--- src/rtl/id_ex_pipe_reg.sv ---
// rtl/id_ex_pipe_reg.sv - ID/EX pipeline register with bubble insertion and issue/bubble statistics
module id_ex_pipe_reg #(
    parameter int CNT_W = 16
) (
    input  logic             clk,
    input  logic             reset,
    input  logic             stall,
    input  logic             flush,
    input  logic             in_valid,
    input  logic [63:0]      in_pc,
    input  logic [31:0]      in_instruction,
    input  logic [63:0]      in_rs1_data,
    input  logic [63:0]      in_rs2_data,
    input  logic [63:0]      in_imm,
    input  logic [4:0]       in_rs1,
    input  logic [4:0]       in_rs2,
    input  logic [4:0]       in_rd,
    input  logic             in_branch,
    input  logic             in_mem_read,
    input  logic             in_mem_to_reg,
    input  logic             in_mem_write,
    input  logic             in_alu_src,
    input  logic             in_reg_write,
    input  logic [1:0]       in_alu_op,
    output logic             out_valid,
    output logic [63:0]      out_pc,
    output logic [31:0]      out_instruction,
    output logic [63:0]      out_rs1_data,
    output logic [63:0]      out_rs2_data,
    output logic [63:0]      out_imm,
    output logic [4:0]       out_rs1,
    output logic [4:0]       out_rs2,
    output logic [4:0]       out_rd,
    output logic             out_branch,
    output logic             out_mem_read,
    output logic             out_mem_to_reg,
    output logic             out_mem_write,
    output logic             out_alu_src,
    output logic             out_reg_write,
    output logic [1:0]       out_alu_op,
    output logic [2:0]       out_funct3,
    output logic             out_funct7b5,
    output logic [CNT_W-1:0] issue_count,
    output logic [CNT_W-1:0] bubble_count
);

    logic             r_valid;
    logic [63:0]      r_pc;
    logic [31:0]      r_instruction;
    logic [63:0]      r_rs1_data;
    logic [63:0]      r_rs2_data;
    logic [63:0]      r_imm;
    logic [4:0]       r_rs1;
    logic [4:0]       r_rs2;
    logic [4:0]       r_rd;
    logic             r_branch;
    logic             r_mem_read;
    logic             r_mem_to_reg;
    logic             r_mem_write;
    logic             r_alu_src;
    logic             r_reg_write;
    logic [1:0]       r_alu_op;
    logic [2:0]       r_funct3;
    logic             r_funct7b5;
    logic [CNT_W-1:0] r_issue_count;
    logic [CNT_W-1:0] r_bubble_count;

    logic w_load;
    logic w_real;

    // Flush overrides stall; any load that is not a real instruction becomes a zeroed bubble.
    assign w_load = flush | ~stall;
    assign w_real = ~flush & in_valid;

    always_ff @(posedge clk) begin
        if (reset) begin
            r_valid        <= 1'b0;
            r_pc           <= '0;
            r_instruction  <= '0;
            r_rs1_data     <= '0;
            r_rs2_data     <= '0;
            r_imm          <= '0;
            r_rs1          <= '0;
            r_rs2          <= '0;
            r_rd           <= '0;
            r_branch       <= 1'b0;
            r_mem_read     <= 1'b0;
            r_mem_to_reg   <= 1'b0;
            r_mem_write    <= 1'b0;
            r_alu_src      <= 1'b0;
            r_reg_write    <= 1'b0;
            r_alu_op       <= '0;
            r_funct3       <= '0;
            r_funct7b5     <= 1'b0;
            r_issue_count  <= '0;
            r_bubble_count <= '0;
        end else if (w_load) begin
            r_valid        <= w_real;
            r_pc           <= w_real ? in_pc : '0;
            r_instruction  <= w_real ? in_instruction : '0;
            r_rs1_data     <= w_real ? in_rs1_data : '0;
            r_rs2_data     <= w_real ? in_rs2_data : '0;
            r_imm          <= w_real ? in_imm : '0;
            r_rs1          <= w_real ? in_rs1 : '0;
            r_rs2          <= w_real ? in_rs2 : '0;
            r_rd           <= w_real ? in_rd : '0;
            r_branch       <= w_real & in_branch;
            r_mem_read     <= w_real & in_mem_read;
            r_mem_to_reg   <= w_real & in_mem_to_reg;
            r_mem_write    <= w_real & in_mem_write;
            r_alu_src      <= w_real & in_alu_src;
            r_reg_write    <= w_real & in_reg_write;
            r_alu_op       <= w_real ? in_alu_op : '0;
            r_funct3       <= w_real ? in_instruction[14:12] : '0;
            r_funct7b5     <= w_real & in_instruction[30];
            // Saturating counters: exactly one of them is a candidate per load.
            if (w_real) begin
                if (r_issue_count != '1) r_issue_count <= r_issue_count + CNT_W'(1);
            end else begin
                if (r_bubble_count != '1) r_bubble_count <= r_bubble_count + CNT_W'(1);
            end
        end
    end

    assign out_valid       = r_valid;
    assign out_pc          = r_pc;
    assign out_instruction = r_instruction;
    assign out_rs1_data    = r_rs1_data;
    assign out_rs2_data    = r_rs2_data;
    assign out_imm         = r_imm;
    assign out_rs1         = r_rs1;
    assign out_rs2         = r_rs2;
    assign out_rd          = r_rd;
    assign out_branch      = r_branch;
    assign out_mem_read    = r_mem_read;
    assign out_mem_to_reg  = r_mem_to_reg;
    assign out_mem_write   = r_mem_write;
    assign out_alu_src     = r_alu_src;
    assign out_reg_write   = r_reg_write;
    assign out_alu_op      = r_alu_op;
    assign out_funct3      = r_funct3;
    assign out_funct7b5    = r_funct7b5;
    assign issue_count     = r_issue_count;
    assign bubble_count    = r_bubble_count;

endmodule
--- config.mk ---
export PLATFORM = sky130hd
export DESIGN_NAME = id_ex_pipe_reg
export DESIGN_NICKNAME = d
export VERILOG_FILES = /design/src/rtl/id_ex_pipe_reg.sv
export SDC_FILE = /design/constraint.sdc
export NUM_CORES = 1
export LEC_CHECK = 0
export ABC_AREA = 1
export CAP_MARGIN = 0
export CELL_PAD_IN_SITES_DETAIL_PLACEMENT = 0
export CELL_PAD_IN_SITES_GLOBAL_PLACEMENT = 2
export CORE_AREA = 2 2 256 258
export CTS_CLUSTER_DIAMETER = 80
export DETAILED_ROUTE_END_ITERATION = 6
export DIE_AREA = 0 0 258 260
export PLACE_DENSITY = 0.8
export SLEW_MARGIN = 20
export SYNTH_ARGS = -nofsm -noshare
export SYNTH_HDL_FRONTEND = slang
export SYNTH_SLANG_ARGS = --single-unit
--- constraint.sdc ---
create_clock -name clk -period 4.05 [get_ports clk]
set_input_delay 0.6075 -clock clk [delete_from_list [all_inputs] [get_ports clk]]
set_output_delay 0.6075 -clock clk [all_outputs]
set_load 0.03 [all_outputs]
==> flow_metrics.py <==
metrics = {
    "sta": {
        "worstMarginPinSlew_ns": 0.936,
        "finalSetupViolCount": 0,
        "skew_ns": 0.0101,
        "rsz0062_at_grt": "false",
        "finalHoldViolCount": 0,
        "setup_tns_ns": 0,
        "finalCritPeriodShare_pct": 57.8,
        "whs_ns": 0.459,
        "slew_headroom_pct": 37.2,
        "period_minus_slack_ns": 2.34,
        "max_freq_mhz": 427,
        "slew_viol_final": 0,
    },
    "setup_path": {
        "required_ns": 3.44,
        "path_class": "reg -> out",
        "r2r-start": "bubble_count[0]",
        "startpoint": "bubble_count[10]",
        "cp-end-kind": "primary output",
        "critPathMaxStageDelay_ns": 0.74,
        "cp_max_fo": 5,
        "critPathBufInv": 1,
        "crit_path_top_delay_cell": "clkdlybuf4s50_1",
        "crit_path_start_kind": "flop",
        "arrival_ns": 1.73,
        "crit_family": "buffers and inverters",
        "worstPathCellList": "clkdlybuf4s50_1",
    },
    "clock_tree": {
        "cts_root_buffer": "clkbuf_16",
        "clock_path_buffers": 3,
        "cts_tree": "built",
        "cts_resized": 0,
        "insertion_delay_ns": 0.55,
        "cts_hold_buf": 0,
        "cts_setup_buffers": 0,
        "ctsHtreeMaxLevel": 2,
        "clk_pin_slew_ns": 0.06,
        "cts_made_buffers": 44,
        "cts_num_sinks": 344,
    },
    "floorplanning": {
        "core_area_um2": 64100,
        "fp-row-count": 93,
        "initial_core_util_pct": 19.4,
        "die_x_um": 258,
        "die_h_um": 260,
        "die_area_um2": 67100,
        "pin_count": 664,
    },
    "drt": {
        "drtIter0Drc": 676,
        "vias_per_cell": 4.11,
        "wire_per_inst_um": 16.1,
        "detail-route-antenna-nets": 0,
        "route.detailed.drc": 0,
        "route.vias.total": 13100,
        "drt_first_pass_iters": 4,
        "routed_wl_um": 51200,
    },
    "worst_hold_path": {
        "hp-start": "reset",
        "hold_path.class": "in -> reg",
    },
    "pwr": {
        "p_switching_mw": 1.98,
        "seqPwrFrac_pct": 41.6,
        "leakage_nw": 7.32,
        "p_comb_share_pct": 10.3,
        "power_per_cell_area_nw_per_um2": 391,
        "clock_power_share_pct": 48.1,
        "p_int_mw": 6.41,
        "peakVddDrop_uv": 263,
        "netSwitchingFraction_pct": 23.6,
    },
    "placed_design": {
        "portBuffers": 663,
        "hpwl_um": 36900,
        "gp_congestion": 0.874,
    },
    "logic_synthesis": {
        "synth_nets": 1988,
        "ys_ff_latch": 344,
        "syn_avg_cell_area_um2": 7.46,
        "yosys_warnings": 0,
        "ys_seq_area_share_pct": 55.3,
        "synth_cells": 1670,
        "yosysUniqueCellTypes": 20,
        "netlist_area_um2": 12500,
    },
    "layout": {
        "multi_input_area_um2": 4960,
        "nFillCells": 6725,
        "area_growth_pct": 72.3,
        "final-seq-area_um2": 6890,
        "drive_gt1_share_pct": 4.43,
        "nNetsFinal": 2609,
    },
    "run": {
        "cap_viol_max_count": 0,
    },
    "grt": {
        "grt_pass1_vias": 12700,
        "grt_pass1_wl_um": 76700,
        "grt_max_degree": 166,
        "antenna_found_initial": 4,
        "grt_usage_pct": 14.5,
        "grt-ovfl-total": 0,
    },
    "run_status": {
        "status": "finished clean",
    },
}
## cells by family (layout without fill, tap and decap cells)
group	after synthesis	count (layout)	synth area share, %
compound gates	337	337	13.5
xor+xnor	1	1	0.0704
fa+ha+maj	2	2	0.201
buf+inv	144	797	4.87
flops	344	344	55.3
other cells	0	2	0
simple gates	842	842	26.0
## worst paths after layout
path	end	slack (ns)	cells after the start
max	bubble_count[10]	1.71	1
min reg2reg	out_instruction[8]	0.46	2
max reg2reg	bubble_count[1]	2.27	8
min	out_imm[21]	0.46	2
## final cells by class
| class | count | share of cell area [%] |
|---|---|---|
| Antenna cell | 2 | 0.0233 |
| Timing Repair Buffer | 687 | 32.1 |
| Sequential cell | 344 | 32.1 |
| Clock inverter | 12 | 0.793 |
| Multi-Input combinational cell | 1182 | 23.1 |
| Inverter | 32 | 0.595 |
| Clock buffer | 66 | 6.22 |
| Tap cell | 855 | 4.99 |
## cells in the mapped netlist
master	n	area share [%]
inv_1	30	0.90
nand4_2	1	0.10
buf_2	38	1.5
nand2_1	710	21
xor2_1	1	0.070
nor2_2	4	0.20
clkbuf_1	66	2.0
buf_4	5	0.30
nand4_1	5	0.25
ha_1	2	0.20
a21oi_1	331	13
o21ai_1	2	0.080
nand3_2	1	0.080
inv_2	2	0.060
nor2_1	89	2.7
buf_1	3	0.090
nor3_1	3	0.12
dfxtp_1	344	55
o21ai_0	4	0.16
nand3_1	29	1.2
## power groups by stage
stage / logic, mW / clock network [mW] / registers [mW]
2_1_floorplan: 0.206 / 0 / 3.69
3_3_place_gp: 0.872 / 0 / 3.56
3_5_place_dp: 0.874 / 0 / 3.56
4_1_cts: 0.878 / 4.19 / 3.49
5_1_grt: 0.927 / 4.32 / 3.50
6_report: 0.866 / 4.04 / 3.49
## cell usage in the layout (no fill, tap or decap), types with 3 or more instances in the layout
cell,Yosys,final
a21oi_1,331,331
buf_12,0,6
buf_4,5,18
bufinv_16,0,4
clkbuf_1,66,8
clkbuf_16,0,45
clkbuf_8,0,13
clkdlybuf4s50_1,0,662
clkinv_2,0,6
dfxtp_1,344,344
inv_1,30,29
nand2_1,710,710
nand3_1,29,29
nand4_1,5,5
nor2_1,89,89
nor2_2,4,3
nor3_1,3,3
o21ai_0,4,4
## through the flow
step	cell area, µm²	std cells	total power, mW	setup WS, ns	util (%)
2_1_floorplan	12500	1670	3.90	2.36	-
3_3_place_gp	19900	3100	4.43	1.39	31.1
3_5_place_dp	19900	3100	4.44	1.38	31.1
4_1_cts	21400	3178	8.56	1.64	33.5
5_1_grt	21500	3180	8.75	1.63	33.5
6_report	21500	3180	8.39	1.71	33.5
## metal layers
layer | track usage, % | vias to the layer above | wire [µm]
met5 | 0 | - | 0
met3 | 4.29 | 85 | 3910
met4 | 5.11 | 0 | 1450
met1 | 16.3 | 5963 | 20000
met2 | 26.0 | 449 | 25800
li1 | - | 6579 | -
No activity file was read; power rests on OpenSTA's default activity.
